$ cat src/rtl/fft_frame_ctrl.sv
// Frame controller in front of an external pipelined FFT core.
// Each frame programs the core's length and direction. It loads exactly
// N = 2^log2_len beats, zero-padding short input frames and dropping the
// tail of long ones. The core's output is forwarded downstream with a bin
// index, a completed-frame counter and per-frame pad/truncate flags.
module fft_frame_ctrl #(
  parameter int MAX_LOG2_LEN   = 13,
  parameter int CHANNELS       = 2,
  parameter int DATA_WIDTH     = 32,
  parameter int INDEX_WIDTH    = 16,
  parameter int CONFIG_LATENCY = 4,
  parameter int CFG_WIDTH      = 16
) (
  input  logic                           aclk,
  input  logic                           areset,
  input  logic                           start,
  input  logic [4:0]                     cfg_log2_len,
  input  logic [CHANNELS-1:0]            cfg_fwd,
  input  logic [CHANNELS*DATA_WIDTH-1:0] s_axis_tdata,
  input  logic                           s_axis_tvalid,
  input  logic                           s_axis_tlast,
  output logic                           s_axis_tready,
  output logic [CFG_WIDTH-1:0]           fft_cfg_tdata,
  output logic                           fft_cfg_tvalid,
  input  logic                           fft_cfg_tready,
  output logic [CHANNELS*DATA_WIDTH-1:0] fft_in_tdata,
  output logic                           fft_in_tvalid,
  output logic                           fft_in_tlast,
  input  logic                           fft_in_tready,
  input  logic [CHANNELS*DATA_WIDTH-1:0] fft_out_tdata,
  input  logic                           fft_out_tvalid,
  input  logic                           fft_out_tlast,
  output logic                           fft_out_tready,
  output logic [CHANNELS*DATA_WIDTH-1:0] m_axis_tdata,
  output logic                           m_axis_tvalid,
  output logic                           m_axis_tlast,
  input  logic                           m_axis_tready,
  output logic [INDEX_WIDTH-1:0]         m_index,
  output logic [15:0]                    frame_count,
  output logic                           busy,
  output logic                           flag_padded,
  output logic                           flag_truncated,
  output logic                           err_cfg
);

  localparam int CW   = MAX_LOG2_LEN;
  localparam int LATW = (CONFIG_LATENCY < 2) ? 1 : $clog2(CONFIG_LATENCY);
  localparam logic [LATW-1:0] LAT_INIT = (CONFIG_LATENCY > 0) ? LATW'(CONFIG_LATENCY - 1) : '0;
  localparam logic [4:0] MIN_LEN = 5'd3;
  localparam logic [4:0] MAX_LEN = 5'(MAX_LOG2_LEN);

  typedef enum logic [2:0] {
    S_IDLE, S_CONFIG, S_LOAD, S_PAD, S_DISCARD, S_UNLOAD
  } state_t;

  state_t                r_state;
  state_t                w_state_nxt;
  logic [4:0]            r_log2;
  logic [CHANNELS-1:0]   r_fwd;
  logic [CW-1:0]         r_cnt;
  logic                  r_cfg_sent;
  logic [LATW-1:0]       r_lat;
  logic                  r_pad;
  logic                  r_trunc;
  logic                  r_out_done;
  logic [INDEX_WIDTH-1:0] r_idx;
  logic [15:0]           r_fcnt;
  logic                  r_err;

  logic                  w_len_ok;
  logic                  w_start_ok;
  logic                  w_start_bad;
  logic [CW-1:0]         w_len_m1;
  logic                  w_cfg_hs;
  logic                  w_in_hs;
  logic                  w_m_hs;
  logic                  w_m_last_hs;
  logic                  w_cnt_zero;
  logic                  w_set_pad;
  logic                  w_set_trunc;
  logic [CFG_WIDTH-1:0]  w_cfg_word;

  // Handshakes are derived from state and inputs only, never from the
  // combinational outputs below, so no feedback loop is formed.
  assign w_len_ok    = (cfg_log2_len >= MIN_LEN) && (cfg_log2_len <= MAX_LEN);
  assign w_start_ok  = start && (r_state == S_IDLE) && w_len_ok;
  assign w_start_bad = start && (r_state == S_IDLE) && !w_len_ok;
  assign w_len_m1    = CW'((32'd1 << cfg_log2_len) - 32'd1);
  assign w_cfg_hs    = (r_state == S_CONFIG) && !r_cfg_sent && fft_cfg_tready;
  assign w_in_hs     = (((r_state == S_LOAD) && s_axis_tvalid) || (r_state == S_PAD)) && fft_in_tready;
  assign w_m_hs      = fft_out_tvalid && m_axis_tready;
  assign w_m_last_hs = w_m_hs && fft_out_tlast;
  assign w_cnt_zero  = (r_cnt == '0);

  // Output path is a straight passthrough from the core in every state.
  assign m_axis_tdata   = fft_out_tdata;
  assign m_axis_tvalid  = fft_out_tvalid;
  assign m_axis_tlast   = fft_out_tlast;
  assign fft_out_tready = m_axis_tready;

  assign m_index        = r_idx;
  assign frame_count    = r_fcnt;
  assign busy           = (r_state != S_IDLE);
  assign flag_padded    = r_pad;
  assign flag_truncated = r_trunc;
  assign err_cfg        = r_err;
  assign fft_cfg_tdata  = w_cfg_word;

  // Core config word: direction bits from bit 8 up, length in bits [4:0].
  always_comb begin
    w_cfg_word = '0;
    w_cfg_word[4:0] = r_log2;
    w_cfg_word[8 +: CHANNELS] = r_fwd;
  end

  // State register.
  always_ff @(posedge aclk or posedge areset) begin
    if (areset) r_state <= S_IDLE;
    else        r_state <= w_state_nxt;
  end

  // Next state and per-state stream steering.
  always_comb begin
    w_state_nxt    = r_state;
    s_axis_tready  = 1'b0;
    fft_in_tdata   = '0;
    fft_in_tvalid  = 1'b0;
    fft_in_tlast   = 1'b0;
    fft_cfg_tvalid = 1'b0;
    w_set_pad      = 1'b0;
    w_set_trunc    = 1'b0;
    case (r_state)
      S_IDLE: begin
        if (w_start_ok) w_state_nxt = S_CONFIG;
      end
      S_CONFIG: begin
        fft_cfg_tvalid = !r_cfg_sent;
        if (r_cfg_sent && (r_lat == '0))             w_state_nxt = S_LOAD;
        else if (w_cfg_hs && (CONFIG_LATENCY == 0)) w_state_nxt = S_LOAD;
      end
      S_LOAD: begin
        s_axis_tready = fft_in_tready;
        fft_in_tdata  = s_axis_tdata;
        fft_in_tvalid = s_axis_tvalid;
        fft_in_tlast  = w_cnt_zero;
        if (w_in_hs) begin
          if (w_cnt_zero) begin
            if (s_axis_tlast) begin
              w_state_nxt = S_UNLOAD;
            end else begin
              w_set_trunc = 1'b1;
              w_state_nxt = S_DISCARD;
            end
          end else if (s_axis_tlast) begin
            w_set_pad   = 1'b1;
            w_state_nxt = S_PAD;
          end
        end
      end
      S_PAD: begin
        fft_in_tvalid = 1'b1;
        fft_in_tlast  = w_cnt_zero;
        if (w_in_hs && w_cnt_zero) w_state_nxt = S_UNLOAD;
      end
      S_DISCARD: begin
        s_axis_tready = 1'b1;
        if (s_axis_tvalid && s_axis_tlast) w_state_nxt = r_out_done ? S_IDLE : S_UNLOAD;
      end
      S_UNLOAD: begin
        if (r_out_done || w_m_last_hs) w_state_nxt = S_IDLE;
      end
      default: w_state_nxt = S_IDLE;
    endcase
  end

  // Frame setup, config handshake tracking and beat countdown.
  always_ff @(posedge aclk or posedge areset) begin
    if (areset) begin
      r_log2     <= '0;
      r_fwd      <= '0;
      r_cnt      <= '0;
      r_cfg_sent <= 1'b0;
      r_lat      <= '0;
    end else if (w_start_ok) begin
      r_log2     <= cfg_log2_len;
      r_fwd      <= cfg_fwd;
      r_cnt      <= w_len_m1;
      r_cfg_sent <= 1'b0;
    end else begin
      if (w_cfg_hs) begin
        r_cfg_sent <= 1'b1;
        r_lat      <= LAT_INIT;
      end else if ((r_state == S_CONFIG) && r_cfg_sent && (r_lat != '0)) begin
        r_lat <= r_lat - LATW'(1);
      end
      if (w_in_hs) r_cnt <= r_cnt - CW'(1);
    end
  end

  // Status: flags, output bin index, frame counter, completion and error pulse.
  always_ff @(posedge aclk or posedge areset) begin
    if (areset) begin
      r_pad      <= 1'b0;
      r_trunc    <= 1'b0;
      r_out_done <= 1'b0;
      r_idx      <= '0;
      r_fcnt     <= '0;
      r_err      <= 1'b0;
    end else begin
      r_err <= w_start_bad;
      if (w_set_pad)   r_pad   <= 1'b1;
      if (w_set_trunc) r_trunc <= 1'b1;
      if (w_m_hs)      r_idx   <= r_idx + INDEX_WIDTH'(1);
      if (w_m_last_hs) r_fcnt  <= r_fcnt + 16'd1;
      if (w_m_last_hs && (r_state != S_IDLE)) r_out_done <= 1'b1;
      // Clearing on entry to IDLE wins over a same-cycle set.
      if ((r_state != S_IDLE) && (w_state_nxt == S_IDLE)) r_out_done <= 1'b0;
      if (w_start_ok) begin
        r_pad   <= 1'b0;
        r_trunc <= 1'b0;
        r_idx   <= '0;
      end
    end
  end

endmodule

$ cat config.mk
export PLATFORM = sky130hd
export DESIGN_NAME = fft_frame_ctrl
export DESIGN_NICKNAME = d
export VERILOG_FILES = /design/src/rtl/fft_frame_ctrl.sv
export SDC_FILE = /design/constraint.sdc
export NUM_CORES = 1
export LEC_CHECK = 0
export ABC_AREA = 1
export CORE_AREA = 2 2 130 132
export CTS_BUF_LIST = sky130_fd_sc_hd__clkbuf_8
export DETAILED_ROUTE_END_ITERATION = 10
export DIE_AREA = 0 0 132 134
export PLACE_DENSITY = 0.68
export SLEW_MARGIN = 20
export SYNTH_ARGS = -nofsm -noshare
export SYNTH_HDL_FRONTEND = slang
export SYNTH_SLANG_ARGS = --single-unit
$ cat constraint.sdc
create_clock -name aclk -period 3.8 [get_ports aclk]
set_input_delay 0.76 -clock aclk [delete_from_list [all_inputs] [get_ports aclk]]
set_output_delay 0.76 -clock aclk [all_outputs]
set_load 0.01 [all_outputs]
After elaboration in Yosys (flattened, before gate mapping)
Index checks and enable logic that the tools add are counted.
{"block": "classes", "n_eq_ne": 5, "n_bitwise": 1, "n_shift": 1, "muxes": 38, "div_mod_pow": 0, "reduce_logical": 36, "add_sub_neg": 5, "mul": 0, "magnitude_cmp": 2}
{"cell": "64-bit 2-to-1 mux", "n": 1}
{"cell": "16-bit by 1-bit adder with 16-bit output (second input constant)", "n": 2}
{"cell": "16-bit 2-to-1 mux", "n": 2}
{"cell": "3-bit 2-to-1 mux", "n": 9}
{"cell": "13-bit 2-to-1 mux", "n": 2}
{"cell": "13-bit by 1-bit subtractor with 13-bit output (second input constant)", "n": 2}
{"cell": "1-bit 2-to-1 mux", "n": 19}
{"cell": "3-bit one-hot mux with 6 select lines", "n": 1}
{"cell": "1-bit logical AND", "n": 17}
{"cell": "2-bit nonzero test", "n": 8}
{"cell": "13-bit logical NOT", "n": 1}
{"cell": "1-bit by 5-bit << shifter with 13-bit output (first input constant)", "n": 1}
{"cell": "3-bit by 2-bit equality test with 1-bit output (second input constant)", "n": 2}
{"cell": "3-bit equality test (second input constant)", "n": 2}
{"cell": "3-bit logical NOT", "n": 2}
{"cell": "5-bit by 2-bit >= comparator with 1-bit output (second input constant)", "n": 1}
{"cell": "5-bit by 4-bit less-or-equal comparator with 1-bit output (second input constant)", "n": 1}
{"cell": "2-bit 2-to-1 mux", "n": 2}
{"cell": "1-bit one-hot mux with 2 select lines", "n": 2}
{"cell": "3-bit by 1-bit equality test with 1-bit output (second input constant)", "n": 1}
{"cell": "3-bit nonzero test", "n": 1}
{"cell": "1-bit logical NOT", "n": 2}
{"cell": "2-bit logical NOT", "n": 1}
{"cell": "1-bit logical OR", "n": 2}
{"cell": "other kinds (4)", "n": 4}
{"block": "word_totals", "memories": 0, "mem_bits_rw": 0, "ff_bits": 62, "mem_bits_ro": 0, "latch_bits": 0, "elab_cells": 100, "output_inout_bits": 187, "in_bits": 145}

Longest topological paths before layout
{"block": "depth", "ltp_word": 10, "mapped_depth": 19, "depth_no_buf": 15}

Worst setup path before layout
OpenSTA, ideal clock, no wires.
{"block": "synth_path", "kind": "input-to-reg", "startpoint": "in cfg_log2_len[4]", "endpoint": "reg r_cnt[12]", "setup_ns": 0.117, "cell_stages": 17, "path_slack_ns": 1.109, "required_ns": 3.683, "arrival_time_ns": 2.574, "n_path_buf": 4, "path_cell_list": "buf_2 > inv_2 > nand2_1 > nor2_4 > nand2_4 > buf_6 > buf_2 > buf_2 > nand2_1 > ha_1 > nand2_4 > nor2_8 > nand3_1 > o21bai_1 > nand2_1 > nand2_1 > nand2_1"}
{"block": "synth_between", "elab_chain_cells": 4, "elab_cells_between_ends": 8, "cone_classes": "add/sub (1); order compare (2); shift (1); mux (1); reduce/logical (3)"}
{"element": "from (decl)", "line_no": "17", "rtl": "input logic [4:0] cfg_log2_len,"}
{"element": "parallel branches: the longest is 4 deep, another holds 13-bit by 1-bit subtractor with 13-bit output"}
{"element": "to (signal assigned)", "line_no": "187", "rtl": "r_cnt <= w_len_m1;"}
{"element": "to (signal assigned)", "line_no": "196", "rtl": "if (w_in_hs) r_cnt <= r_cnt - CW'(1);"}
{"element": "to (decl)", "line_no": "60", "rtl": "logic [CW-1:0] r_cnt;"}
Parallel ways; which one is timed is not known.
A chain may end at the register's enable or synchronous reset.

Final worst setup path
{"block": "layout_path", "startpoint": "reg r_state[2]", "endpoint": "out fft_in_tdata[7]"}
{"block": "layout_between", "elab_chain_cells": 2}
{"element": "from (decl)", "line_no": "56", "rtl": "state_t r_state;"}
{"element": "from (signal assigned)", "line_no": "119", "rtl": "else r_state <= w_state_nxt;"}
{"element": "3-bit by 2-bit equality test with 1-bit output", "line_no": "132", "rtl": "case (r_state)"}
{"element": "64-bit 2-to-1 mux", "line_no": "132"}
{"element": "to (decl)", "line_no": "26", "rtl": "output logic [CHANNELS*DATA_WIDTH-1:0] fft_in_tdata,"}
Every way passes these cells.

==> flow_summary.toml <==
[run_status]
run_status = "finished, final reports clean"

[timing]
hold_violations = 0
clock_skew_ns = 0.009649
fmax_ghz = 0.2956
layout_min_cycle_time_ns = 3.383
setup_viol = 0
slew_viol_final = 0
min_period_over_period_pct = 89.03
timing.hold.ws_ns = 0.4808
worstMarginPinSlew_ns = 0.6702
fin_setup_tns_ns = 0
max_slew_margin_pct = 55.27
rsz0062_at_grt = "false"

[synth]
ys_top_cells_by_count = "nor2_1 (126), inv_1 (122), nand2_1 (110)"
synth_area_leaders = "dfrtp_1 (33%), buf_4 (12%), nor2_1 (10%)"
ys_ff_latch = 62
yosysMostFrequentCell = "nor2_1"
synth_area_um2 = 4637
synth_top_family_by_area = "simple AND/OR/NAND/NOR gates"
synth.distinct_cells = 38
ys_seq_area_share_pct = 33.46
synth_edf_count = 0
ys.flop_type = "dfrtp_1"
synthSimpleGateAreaFrac_pct = 32.19
yosys.area_share.adder_pct = 1.079
muxShareOfSynthArea_pct = 0
syn_inst = 677
syn_area_per_cell_um2 = 6.849
synth_area_leader_cell = "dfrtp_1"
ys.warnings.count = 0
synth_top_area_share_pct = 33.46
synth_xor_area_share_pct = 3.400
async_reset_ff_share_pct = 100.0
synth_compound_area_share_pct = 5.370

[global_routing]
track_usage_pct = 15.49
grt_pass1_wl_mm = 21.70
grt_pass1_vias = 3946
gr-total-overflow = 0
antenna_found_initial = 1
grt_max_degree = 38

[clocking]
ctsResizeCount = 0
postCtsSetupRepairBufs = 0
htreeDepth = 3
cts_hold_buf = 0
root_buffer = "clkbuf_8"
clockBufferDepth = 2
cts.sinks = 62
clk_latency_ns = 0.35
cts.clk_slew.worst_paths_ns = 0.08
cts_buffers = 9
cts_tree = "built"

[detailed_routing]
ant_nets = 0
via_count = 4256
vias_per_cell = 4.140
wl_mm = 13.82
drt_iter0_markers = 211
drt_first_pass_iters = 5
drcViolationCount = 0
wl_per_cell_um = 13.44

[critical_path]
cp-end-kind = "output port"
cp_max_fo = 37
cp.arrival_ns = 2.62
r2r_cells = 13
r2r-end = "r_cnt[12]$_DFFE_PP0P_"
regToRegSetupSlack_ns = 1.32
path_class = "flip-flop to output port"
cp-start-kind = "flip-flop"
required_ns = 3.04
regToRegStartpoint = "r_state[2]$_DFF_PP0_"

[die]
core_area_um2 = 16290
num_rows = 47
die_w_um = 132
die_y_um = 134
dieArea_um2 = 17690
start_util_pct = 28.47
ioPinCount = 332

[final_layout]
instances_no_fill = 1028
drive_gt1_share_pct = 7.054
n_antenna_cell = 0
fin_nets = 952
area_growth_pct = 39.37

[power]
power_uw = 3291
powerDensity_nw_per_um2 = 509.3
ir_drop_mv = 0.2372
leakage_uw = 0.003183

[flow_run]
drv_cap = 0

[worst_hold_path]
worstHoldStart = "frame_count[15]$_DFFE_PP0P_"
holdPathEnd = "frame_count[15]$_DFFE_PP0P_"
hold_class = "flip-flop to flip-flop"
holdPathStages = 1

[place]
port_buffers = 194
hpwl_mm = 11.00
placed_cells_incl_taps = 1012
gp_congestion = 0.8452
## cell families (layout without fill, tap and decap cells)
logic type      count (synthesis)  after routing
xor+xnor                       18             18
other cells                     1              9
buf+inv                       219            342
flops                          62             62
simple gates                  330            330
compound gates                 43             43
fa+ha+maj                       4              4
## worst max-delay path, cell delays in order (launching register included)
cell and delay (ns):
dfrtp_1 0.37, inv_1 0.20, nand2_1 0.16, nor2_1 0.18, inv_2 0.25, buf_4 0.34, nor2_1 0.16, clkdlybuf4s50_1 0.59
## placed cells by master, fill, tap and decap left out
cell / instances
clkinvlp_4: 3
dfrtp_1: 62
nand4_1: 7
a21oi_1: 12
inv_1: 120
xnor2_1: 8
o21bai_1: 1
nor2_2: 9
o31ai_4: 1
bufinv_16: 1
and3_1: 1
or2_2: 1
a31oi_1: 4
o21ai_1: 5
nand2_2: 4
ha_1: 4
clkinv_4: 2
a21o_1: 1
nand3_2: 1
nor3b_1: 1
nor4_1: 2
nor2_1: 126
nor3_1: 18
o21a_1: 3
nand3_4: 1
conb_1: 9
nand3_1: 36
o21ai_0: 16
nand3b_1: 1
buf_4: 4
nand2_1: 110
xor2_1: 10
inv_2: 7
clkbuf_8: 9
nor2_4: 3
clkinv_2: 2
clkdlybuf4s50_1: 194
nor2_8: 1
nand2_4: 8
## stage by stage
| stage | util [%] | area (µm²) | setup slack, ns |
|---|---|---|---|
| global route | 39.67 | 6462 | 0.1987 |
| finish | 39.67 | 6462 | 0.4167 |
| CTS | 39.67 | 6462 | 0.4055 |
| global placement | 38.45 | 6264 | 0.6957 |
| detailed placement | 38.45 | 6264 | 0.6252 |
| floorplan | - | 4667 | 1.109 |
## worst max path at each step
stage,slack [ns],start,depth (start not counted),endpoint
floorplan,1.11,cfg_log2_len[4],17,r_cnt[12]$_DFFE_PP0P_
global placement,0.70,cfg_log2_len[1],15,r_cnt[12]$_DFFE_PP0P_
detailed placement,0.63,cfg_log2_len[1],15,r_cnt[12]$_DFFE_PP0P_
CTS,0.41,r_state[2]$_DFF_PP0_,7,fft_in_tdata[7]
global route,0.20,r_state[2]$_DFF_PP0_,7,fft_in_tdata[7]
finish,0.42,r_state[2]$_DFF_PP0_,7,fft_in_tdata[7]
## where the power goes
| group | switching (µW) | internal (µW) |
|---|---|---|
| clock | 285 | 303 |
| combinational | 859 | 816 |
| sequential | 185 | 843 |
| total | 1330 | 1960 |
## layer usage
metal / part of all wire [%] / track usage [%] / vias to the layer above
met5: 0.094 / 0 / -
met4: 2.0 / 4.891 / 2
met3: 7.7 / 5.745 / 23
met2: 43 / 22.89 / 155
met1: 47 / 20.99 / 1865
li1: - / - / 2211
## sequential cells by signal (all words and copies together) (netlist names)
signal / cells
r_fwd: 2
frame_count: 16
r_lat: 2
flag_padded: 1
r_log2: 5
m_index: 16
flag_truncated: 1
err_cfg: 1
r_cfg_sent: 1
r_out_done: 1
r_state: 3
r_cnt: 13
## area by class of cell
cell class                      count  area, µm²
Timing Repair Buffer              198       1972
Sequential cell                    62       1551
Inverter                          128      481.7
Clock inverter                      7      75.07
Clock buffer                        9      123.9
Tap cell                          220      275.3
Fill cell                        1689       9827
Multi-Input combinational cell    404       1983
Note: power is estimated with default switching activity, not from simulation.
